$ cat src/rtl/cb_seg_pkg.sv
// Shared types and constants for the code block segmentation engine.
// Includes the bytewise CRC-24 step used by the CB CRC register.
package cb_seg_pkg;

    localparam int CRC_W = 24;
    localparam logic [CRC_W-1:0] CRC24A_POLY = 24'h864CFB;
    localparam logic [CRC_W-1:0] CRC24B_POLY = 24'h800063;

    typedef enum logic [2:0] {
        IDLE,
        CALC,
        FILL,
        DATA,
        CRC
    } state_e;

    function automatic logic [CRC_W-1:0] crc24_byte(
        input logic [CRC_W-1:0] c,
        input logic [7:0]       d,
        input logic [CRC_W-1:0] poly
    );
        logic [CRC_W-1:0] r;
        logic             fb;
        r = c;
        for (int i = 7; i >= 0; i--) begin
            fb = r[CRC_W-1] ^ d[i];
            r  = {r[CRC_W-2:0], 1'b0};
            if (fb) r = r ^ poly;
        end
        return r;
    endfunction

endpackage

$ cat src/rtl/cb_seg_stream_crc.sv
// Registered 24-bit CRC, one byte per enabled cycle, MSB first, init 0.
// Clear has priority over update so the final byte of a CB restarts it.
module cb_crc_byte
    import cb_seg_pkg::*;
#(
    parameter logic [CRC_W-1:0] POLY = CRC24B_POLY
) (
    input  logic             clk,
    input  logic             reset,
    input  logic             clr,
    input  logic             en,
    input  logic [7:0]       d,
    output logic [CRC_W-1:0] crc
);

    logic [CRC_W-1:0] crc_q, crc_d;

    always_comb begin
        crc_d = crc_q;
        if (clr)     crc_d = '0;
        else if (en) crc_d = crc24_byte(crc_q, d, POLY);
    end

    always_ff @(posedge clk or posedge reset) begin
        if (reset) crc_q <= '0;
        else       crc_q <= crc_d;
    end

    assign crc = crc_q;

endmodule

$ cat src/rtl/cb_seg_stream.sv
// Code block segmentation: splits a TB into C CBs with head filler and
// per-CB CRC, broadcasting the byte stream to N_OUT consumers.
module cb_seg_stream
    import cb_seg_pkg::*;
#(
    parameter int               K_BYTES  = 768,
    parameter int               SIZE_W   = 12,
    parameter int               N_OUT    = 2,
    parameter logic [CRC_W-1:0] CRC_POLY = CRC24B_POLY,
    parameter int               CNT_W    = 8
) (
    input  logic              clk,
    input  logic              reset,
    input  logic [SIZE_W-1:0] size_in,
    input  logic              size_valid,
    output logic              size_ready,
    input  logic [7:0]        s_data,
    input  logic              s_valid,
    output logic              s_ready,
    output logic [7:0]        m_data,
    output logic              m_start,
    output logic              m_last,
    output logic              m_filler,
    output logic              m_crc,
    output logic [CNT_W-1:0]  m_cb_idx,
    output logic              m_valid,
    input  logic [N_OUT-1:0]  m_ready,
    output logic [CNT_W-1:0]  cb_count,
    output logic              busy,
    output logic              err
);

    localparam logic [SIZE_W-1:0] L     = SIZE_W'(K_BYTES - 3);
    localparam logic [CNT_W-1:0]  C_MAX = '1;

    state_e            state_q;
    logic [SIZE_W-1:0] rem_q, b_q, f_q, cnt_q;
    logic [CNT_W-1:0]  c_q, idx_q, cb_count_q;
    logic              err_q, rdy_q;

    logic              xfer;
    logic [SIZE_W-1:0] dlen;
    logic [CRC_W-1:0]  crc;

    assign xfer = m_valid && (&m_ready);
    assign dlen = (cb_count_q == CNT_W'(1)) ? b_q
                : (idx_q == '0) ? L - f_q : L;

    always_comb begin
        m_valid  = 1'b0;
        m_data   = 8'h00;
        m_start  = 1'b0;
        m_last   = 1'b0;
        m_filler = 1'b0;
        m_crc    = 1'b0;
        unique case (state_q)
            FILL: begin
                m_valid  = 1'b1;
                m_filler = 1'b1;
                m_start  = (cnt_q == '0);
            end
            DATA: begin
                m_valid = s_valid;
                m_data  = s_data;
                // CB0 with filler already flagged its start in FILL
                m_start = (cnt_q == '0) && !((idx_q == '0) && (f_q != '0));
                m_last  = (cb_count_q == CNT_W'(1)) && (cnt_q == dlen - 1'b1);
            end
            CRC: begin
                m_valid = 1'b1;
                m_crc   = 1'b1;
                m_last  = (cnt_q == SIZE_W'(2));
                if (cnt_q == '0)              m_data = crc[23:16];
                else if (cnt_q == SIZE_W'(1)) m_data = crc[15:8];
                else                          m_data = crc[7:0];
            end
            default: ;
        endcase
    end

    assign s_ready    = (state_q == DATA) && s_valid && (&m_ready);
    assign size_ready = rdy_q;
    assign m_cb_idx   = idx_q;
    assign cb_count   = cb_count_q;
    assign busy       = (state_q != IDLE);
    assign err        = err_q;

    cb_crc_byte #(.POLY(CRC_POLY)) u_crc (
        .clk   (clk),
        .reset (reset),
        .clr   (xfer && m_last),
        .en    (xfer && (state_q == FILL || state_q == DATA)),
        .d     (m_data),
        .crc   (crc)
    );

    always_ff @(posedge clk or posedge reset) begin
        if (reset) begin
            state_q    <= IDLE;
            rem_q      <= '0;
            b_q        <= '0;
            f_q        <= '0;
            cnt_q      <= '0;
            c_q        <= '0;
            idx_q      <= '0;
            cb_count_q <= '0;
            err_q      <= 1'b0;
            rdy_q      <= 1'b0;
        end else begin
            err_q <= 1'b0;
            unique case (state_q)
                IDLE: begin
                    rdy_q <= 1'b1;
                    if (size_valid && rdy_q) begin
                        if (size_in == '0) begin
                            err_q <= 1'b1;
                        end else begin
                            rdy_q      <= 1'b0;
                            rem_q      <= size_in;
                            b_q        <= size_in;
                            c_q        <= CNT_W'(1);
                            idx_q      <= '0;
                            cnt_q      <= '0;
                            cb_count_q <= '0;
                            state_q    <= CALC;
                        end
                    end
                end
                CALC: begin
                    if (rem_q > L) begin
                        if (c_q == C_MAX) begin
                            err_q   <= 1'b1;
                            rdy_q   <= 1'b1;
                            state_q <= IDLE;
                        end else begin
                            rem_q <= rem_q - L;
                            c_q   <= c_q + 1'b1;
                        end
                    end else begin
                        cb_count_q <= c_q;
                        f_q        <= (c_q == CNT_W'(1)) ? '0 : L - rem_q;
                        if ((c_q != CNT_W'(1)) && (rem_q != L)) state_q <= FILL;
                        else                                    state_q <= DATA;
                    end
                end
                FILL: if (xfer) begin
                    if (cnt_q == f_q - 1'b1) begin
                        cnt_q   <= '0;
                        state_q <= DATA;
                    end else begin
                        cnt_q <= cnt_q + 1'b1;
                    end
                end
                DATA: if (xfer) begin
                    if (cnt_q == dlen - 1'b1) begin
                        cnt_q <= '0;
                        if (cb_count_q == CNT_W'(1)) begin
                            rdy_q   <= 1'b1;
                            state_q <= IDLE;
                        end else begin
                            state_q <= CRC;
                        end
                    end else begin
                        cnt_q <= cnt_q + 1'b1;
                    end
                end
                CRC: if (xfer) begin
                    if (cnt_q == SIZE_W'(2)) begin
                        cnt_q <= '0;
                        if (idx_q == cb_count_q - 1'b1) begin
                            idx_q   <= '0;
                            rdy_q   <= 1'b1;
                            state_q <= IDLE;
                        end else begin
                            idx_q   <= idx_q + 1'b1;
                            state_q <= DATA;
                        end
                    end else begin
                        cnt_q <= cnt_q + 1'b1;
                    end
                end
                default: state_q <= IDLE;
            endcase
        end
    end

endmodule

$ cat config.mk
export PLATFORM = sky130hd
export DESIGN_NAME = cb_seg_stream
export DESIGN_NICKNAME = d
export VERILOG_FILES = /design/src/rtl/cb_seg_pkg.sv /design/src/rtl/cb_seg_stream_crc.sv /design/src/rtl/cb_seg_stream.sv
export SDC_FILE = /design/constraint.sdc
export NUM_CORES = 1
export LEC_CHECK = 0
export BUFFER_PORTS_ARGS = -buffer_cell sky130_fd_sc_hd__buf_2
export CAP_MARGIN = 20
export CORE_MARGIN = 2
export CORE_UTILIZATION = 23
export DETAILED_ROUTE_END_ITERATION = 12
export REMOVE_ABC_BUFFERS = 1
export SYNTH_ARGS = -nofsm -noshare
export SYNTH_HDL_FRONTEND = slang
export SYNTH_HIERARCHICAL = 1
export SYNTH_SLANG_ARGS = --single-unit
export TNS_END_PERCENT = 100
$ cat constraint.sdc
create_clock -name clk -period 5.1 [get_ports clk]
set_input_delay 0.765 -clock clk [delete_from_list [all_inputs] [get_ports clk]]
set_output_delay 0.765 -clock clk [all_outputs]
set_load 0.005 [all_outputs]
==> impl_metrics.env, run 1 <==
export IMPL_min_path_cells=1
export IMPL_io_buffers=58
export IMPL_setup_tns_ns=0
export IMPL_min_period_ns=4.94
export IMPL_grt_antenna_before_repair=1
export IMPL_num_rows=64
export IMPL_status="finished, final reports clean"
export IMPL_synthMuxAreaShare_pct=6.11
export IMPL_grtUsageTotal_pct=12.1
export IMPL_synth_avg_cell_area_um2=8.75
export IMPL_dp_cells=1230
export IMPL_wire_per_inst_um=15.7
export IMPL_die_h_um=181
export IMPL_dp_hpwl_mm=14.6
export IMPL_ys_types=79
export IMPL_clock_latency_ns=0.35
export IMPL_slowest_stage="or4b_4"
export IMPL_core_area_mm2=0.0307
export IMPL_drc=0
export IMPL_synth_compound_area_share_pct=16.7
export IMPL_dr_pass1_iters=7
export IMPL_drive_gt1_share_pct=18.4
export IMPL_synth_top_family_by_area="simple AND/OR/NAND/NOR gates"
export IMPL_ys_seq_area_share_pct=35.2
export IMPL_worstHoldStart="b_q[3]"
export IMPL_cts_tree="built"
export IMPL_final_setup_viol_count=0
export IMPL_grt_max_degree=49
export IMPL_finish_utilization_pct=26.8
export IMPL_rrSetupSlack_ns=0.57
export IMPL_holdCritPathClass="reg -> reg"
export IMPL_design_die_area_mm2=0.0326
export IMPL_io_pins=59
export IMPL_cp_buffers_inverters=2
export IMPL_synthArstFlopShare_pct=100
export IMPL_hold_viol=0
export IMPL_arrival_ns=4.18
export IMPL_place_area_mm2=0.00780
export IMPL_r2r_cells=15
export IMPL_stdcell_count=1257
export IMPL_numCtsBuffers=9
export IMPL_hold_path_endpoint="b_q[3]"
export IMPL_gp_congestion=0.867
export IMPL_ys_seq_elements=101
export IMPL_grt_overflow_total=0
export IMPL_ir_drop_mv=0.220
export IMPL_yosysTopAreaCellShare_pct=35.2
export IMPL_routed_via_density=4.81
export IMPL_nets=901
export IMPL_ant_nets=0
export IMPL_synth_cells=820
export IMPL_path_delay_family="simple AND/OR/NAND/NOR gates"
export IMPL_cap_viol_max_count=0
export IMPL_yosysTopAreaCell="dfrtp_1"
export IMPL_yosys_warnings=6
export IMPL_yosys_area_share_simple_pct=21.8
export IMPL_r2r_start="m_cb_idx[0]"
export IMPL_critical_path_class="reg -> out"
export IMPL_required_ns=4.34
export IMPL_syn2layout_area_growth_pct=14.6
export IMPL_cts_root_buf="clkbuf_16"
export IMPL_crit_fanout=4
export IMPL_reg2reg_to="u_crc/crc[23]"
export IMPL_synth_fa_ha_area_share_pct=3.49
export IMPL_clockBufferDepth=2
export IMPL_max_slew_margin_pct=30.2
export IMPL_leakage_nw=3.44
export IMPL_drt_total_wl_mm=19.7
export IMPL_vias=6052
export IMPL_fp_dieW_um=181
export IMPL_clkSinkCount=101
export IMPL_worstPathCellList="inv_1, ha_1, or4b_4, or4_4, a211oi_4, nor2_1, or3b_4, or2_2, o21ba_2, a221oi_2, nor4b_4, a31o_2, buf_2"
export IMPL_p_total_mw=5.14
export IMPL_ys_flop_type="dfrtp_1"
export IMPL_path_clk_slew_ns=0.07
export IMPL_finalInstanceArea_mm2=0.00822
export IMPL_syn_area_mm2=0.00717
export IMPL_clock_fmax_ghz=0.202
export IMPL_post_route_period_util_pct=96.9
export IMPL_worstMarginPinSlew_ns=1.05
export IMPL_power_density_mw_per_mm2=625
export IMPL_netlist_top_cells_area="dfrtp_1, xnor2_1, nor2_1, xor2_1, nand2_1"
export IMPL_yosys_top_cells_count="dfrtp_1, nor2_1, nand2_1"
export IMPL_yosysMostFrequentCell="dfrtp_1"
export IMPL_grt_pass1_wl_mm=32.5
export IMPL_hold_buffers=0
export IMPL_drt_iter0_drc=441
export IMPL_startpoint_type="flip-flop"
export IMPL_htree_levels=3
export IMPL_max_stage_delay_ns=0.50
export IMPL_synthXorXnorAreaFrac_pct=11.7
export IMPL_synth_edff_count=0
export IMPL_clock_skew_ns=0.00901
export IMPL_n_fill_cell=3294
export IMPL_setup_worst_path_end_class="output pin"
export IMPL_grt_pass1_vias=5946
export IMPL_start_util_pct=23.4
export IMPL_finalMaxSlewViolations=0
[layer usage]
metal  routed length [µm]  GRT usage (%)  up-vias  share of wire, %
li1                     -              -     2971                 -
met1                 9190           16.5     2925                47
met2                 9340           19.7      134                47
met3                  790           1.88       22               4.0
met4                  369           3.74        0               1.9
met5                    0              0        -                 0
[cell type report]
class / instances / area [µm²] / area share [%]
Inverter: 25 / 95.1 / 1.16
Multi-Input combinational cell: 639 / 4340 / 52.8
Timing Repair Buffer: 79 / 452 / 5.50
Clock buffer: 12 / 246 / 3.00
Sequential cell: 101 / 2530 / 30.8
Antenna cell: 1 / 2.50 / 0.0304
Tap cell: 396 / 495 / 6.03
Clock inverter: 4 / 55.1 / 0.670
[per-stage QoR]
stage | setup WS (ns) | hold slack [ns]
2_1_floorplan | 0.518 | 0.481
3_3_place_gp | 0.547 | 0.500
3_5_place_dp | 0.438 | 0.508
4_1_cts | 0.0382 | 0.526
5_1_grt | -0.00636 | 0.543
6_report | 0.158 | 0.527
[registers in the layout (all words and copies together) (netlist names)]
signal      flops
u_crc/crc      24
b_q            12
cnt_q          12
f_q            12
rem_q          12
c_q             8
cb_count        8
m_cb_idx        8
state_q         3
err             1
size_ready      1
[what timing repair did]
item / 4_1_cts / 5_1_grt
setup buffers: 0 / 8
resized for setup: 0 / 8
endpoints found under the setup margin: 0 / 1
[how the worst max path moves through the flow]
stage / from / to / slack (ns) / depth (start not counted)
after CTS: m_cb_idx[0] / m_last / 0.04 / 14
after detailed placement: m_cb_idx[0] / m_last / 0.44 / 14
after global routing: m_cb_idx[0] / m_last / -0.006 / 14
after floorplan: cb_count[1] / u_crc/crc[23] / 0.52 / 14
final: m_cb_idx[0] / m_last / 0.16 / 13
after global placement: m_cb_idx[0] / m_last / 0.55 / 13
[where the power goes]
part	leakage (nW)	internal (mW)	switching (mW)
Sequential	1.28	1.09	0.436
Clock	0.144	0.398	0.310
Combinational	2.01	1.27	1.64
[logic make-up (layout without fill, tap and decap cells)]
family,Yosys count,in the layout
XOR/XNOR,90,90
other,0,1
AO/OA/AOI/OAI,182,182
flip-flops,101,101
buffers and inverters,80,120
multiplexers,42,42
AND/OR/NAND/NOR,305,305
adder cells (fa/ha/maj),20,20
[cell usage in the layout (no fill, tap or decap), types with 6 or more instances in the layout]
cell type	count
or3_1	8
nand2_1	77
clkbuf_16	9
and3_1	8
nor3_1	23
buf_4	20
xnor2_2	7
a211oi_1	11
inv_1	24
o31ai_1	16
a31o_2	7
mux2_2	14
xor2_1	34
nor2b_1	10
nand4_1	9
dfrtp_1	99
a22o_1	8
xnor2_1	49
a21oi_1	51
nand3_1	31
nor2_1	81
buf_2	58
nor3b_1	6
nor4_1	8
o21ai_0	42
mux2i_1	28
ha_1	19
No activity file was read; power rests on OpenSTA's default activity.
==> run 2, diff against run 1 <==
--- a/config.mk
+++ b/config.mk
@@ -5,6 +5,7 @@
 export SDC_FILE = /design/constraint.sdc
 export NUM_CORES = 1
 export LEC_CHECK = 0
+export ABC_AREA = 1
 export BUFFER_PORTS_ARGS = -buffer_cell sky130_fd_sc_hd__buf_2
 export CAP_MARGIN = 20
 export CORE_MARGIN = 2
==> run 2 against run 1 <==
Flip-flop and latch count stayed put. Utilization is 0.16 points lower. Die area is 4.5% higher. Register-to-register slack better by 0.24 ns. Clock power is 5.5% higher. Sequential power is 14% lower. Count of clock-buffer cells in the layout is 3 lower. Hold slack worse by 0.020 ns. First-iteration DRC count is 14% higher. Critical path depth is 6 higher. Global-route usage is 1.1 points higher. Routed wire length is 11% higher.
==> impl_metrics.env, run 2 <==
export IMPL_status="finished, final reports clean"
export IMPL_ys_seq_area_share_pct=33.7
export IMPL_holdWs_ns=0.506
export IMPL_worstPathCellList="inv_1, ha_1, nand3_2, nor2_8, nand2_1, nand2_2, ha_1, inv_1, a21oi_1, nand2_2, nor2_2, nand2_1, nor2_1, nor2_2, nand4_1, a21oi_1, nor2_1, inv_1, o21ai_0"
export IMPL_io_buffers=58
export IMPL_gp_congestion=0.892
export IMPL_max_slew_margin_pct=35.7
export IMPL_io_pins=59
export IMPL_yosysTopAreaCell="dfrtp_1"
export IMPL_yosys_top_cells_count="nand2_1, inv_1, dfrtp_1"
export IMPL_n_fill_cell=3585
export IMPL_required_ns=5.37
export IMPL_leakage_nw=4.33
export IMPL_syn_area_mm2=0.00750
export IMPL_holdCritPathClass="in -> async"
export IMPL_rsz0062_at_grt="no"
export IMPL_netlist_top_cells_area="dfrtp_1, nand2_1, inv_1, o21ai_0, nand3_1"
export IMPL_clkSinkCount=101
export IMPL_max_stage_delay_ns=0.71
export IMPL_ys_types=44
export IMPL_cts_root_buf="clkbuf_16"
export IMPL_ys_seq_elements=101
export IMPL_vias=7226
export IMPL_yosys_warnings=6
export IMPL_num_rows=66
export IMPL_min_period_ns=4.29
export IMPL_slowest_stage="nor2_1"
export IMPL_final_cell_mix="nand2_1, inv_1, dfrtp_1"
export IMPL_cp_buffers_inverters=3
export IMPL_htree_levels=3
export IMPL_diodes=0
export IMPL_cts_resized=0
export IMPL_fp_dieW_um=185
export IMPL_grtUsageTotal_pct=13.2
export IMPL_grt_pass1_wl_mm=35.5
export IMPL_grt_overflow_total=0
export IMPL_synth_edff_count=0
export IMPL_worstMarginPinSlew_ns=0.963
export IMPL_die_h_um=185
export IMPL_ys_flop_type="dfrtp_1"
export IMPL_drc=0
export IMPL_final_common_cell="nand2_1"
export IMPL_grt_antenna_before_repair=0
export IMPL_post_route_period_util_pct=84.1
export IMPL_power_density_mw_per_mm2=566
export IMPL_crit_fanout=16
export IMPL_drt_iter0_drc=502
export IMPL_arrival_ns=4.57
export IMPL_clock_latency_ns=0.37
export IMPL_yosysMostFrequentCell="nand2_1"
export IMPL_final_setup_viol_count=0
export IMPL_hold_viol=0
export IMPL_hold_buffers=0
export IMPL_drt_total_wl_mm=21.9
export IMPL_cap_viol_max_count=0
export IMPL_dp_hpwl_mm=17.1
export IMPL_setup_tns_ns=0
export IMPL_routed_via_density=4.50
export IMPL_ant_nets=0
export IMPL_core_area_mm2=0.0323
export IMPL_syn2layout_area_growth_pct=14.7
export IMPL_dr_pass1_iters=5
export IMPL_drive_gt1_share_pct=12.9
export IMPL_nets=1205
export IMPL_wire_per_inst_um=13.6
export IMPL_cpMostUsedCell="inv_1"
export IMPL_ir_drop_mv=0.211
export IMPL_critical_path_class="reg -> reg"
export IMPL_setup_worst_path_end_class="flip-flop"
export IMPL_finalMaxSlewViolations=0
export IMPL_start_util_pct=23.2
export IMPL_grt_pass1_vias=6896
export IMPL_post_cts_buffers=0
export IMPL_synth_cells=1106
export IMPL_yosysTopAreaCellShare_pct=33.7
export IMPL_path_delay_family="simple AND/OR/NAND/NOR gates"
export IMPL_synth_avg_cell_area_um2=6.78
export IMPL_path_clk_slew_ns=0.08
export IMPL_synthArstFlopShare_pct=100
export IMPL_startpoint_type="flip-flop"
export IMPL_numCtsBuffers=9
export IMPL_design_die_area_mm2=0.0341
export IMPL_grt_max_degree=42
export IMPL_cts_tree="built"
export IMPL_clock_fmax_ghz=0.233
export IMPL_clockBufferDepth=2
export IMPL_largest_reg_flops=24
export IMPL_clock_skew_ns=0.0114
[run 2: changes by cell type in the layout (fill, tap and decap cells not counted), sizes merged, moves of 16 or more]
cell,change
a21oi,-16
nor2,+28
mux2i,-28
o21ai,+46
nand3,+55
xnor2,-46
inv,+147
nand2,+240
[run 2: kinds of logic after synthesis]
logic type,count (synthesis),synth area share (%)
fa+ha+maj,20,3.34
flops,101,33.7
xor+xnor,55,6.42
simple gates,562,33.5
compound gates,172,12.8
buf+inv,196,10.3
[run 2: worst paths after layout]
check                               from             to  slack [ns]  depth (start not counted)
setup reg to reg             cb_count[1]  u_crc/crc[16]        0.81                         19
setup / recovery             cb_count[1]  u_crc/crc[16]        0.81                         19
max in group asynchronous          reset    m_cb_idx[4]        3.59                          3
hold / removal                     reset       cnt_q[7]        0.51                          2
hold reg to reg            u_crc/crc[12]  u_crc/crc[12]        0.52                          2
min in group clk           u_crc/crc[12]  u_crc/crc[12]        0.52                          2
[run 2: area by class of cell]
type                       instances  area, µm²  area share [%]
sequential                       101       2530            29.4
inverter                         171        643            7.48
multi-input combinational        809       4210            48.9
clock inverter                     7       87.6            1.02
timing repair buffer              67        358            4.16
tap                              442        553            6.43
clock buffer                       9        225            2.62
[run 2: metal layers]
metal	vias up	part of all wire, %	GRT usage (%)
li1	3655	-	-
met1	3380	47	17.1
met2	149	46	21.9
met3	42	3.3	1.74
met4	0	3.5	6.27
met5	-	0	0
[run 2: through the flow]
| stage | worst slack [ns] | utilization (%) | total power, mW | instance area [µm²] | instances |
|---|---|---|---|---|---|
| 2_1_floorplan | 1.73 | - | 3.33 | 7370 | 1081 |
| 3_3_place_gp | 1.10 | 25.7 | 4.06 | 8290 | 1590 |
| 3_5_place_dp | 0.894 | 25.7 | 4.11 | 8290 | 1590 |
| 4_1_cts | 0.854 | 26.6 | 4.88 | 8600 | 1606 |
| 5_1_grt | 0.354 | 26.6 | 5.34 | 8600 | 1606 |
| 6_report | 0.808 | 26.6 | 4.87 | 8600 | 1606 |
[run 2: power by group]
part	switching [mW]	total (mW)	internal, mW	leakage [nW]
combinational	1.87	2.80	0.934	2.88
sequential	0.260	1.32	1.06	1.29
clock	0.354	0.747	0.393	0.154
total	2.48	4.87	2.39	4.33
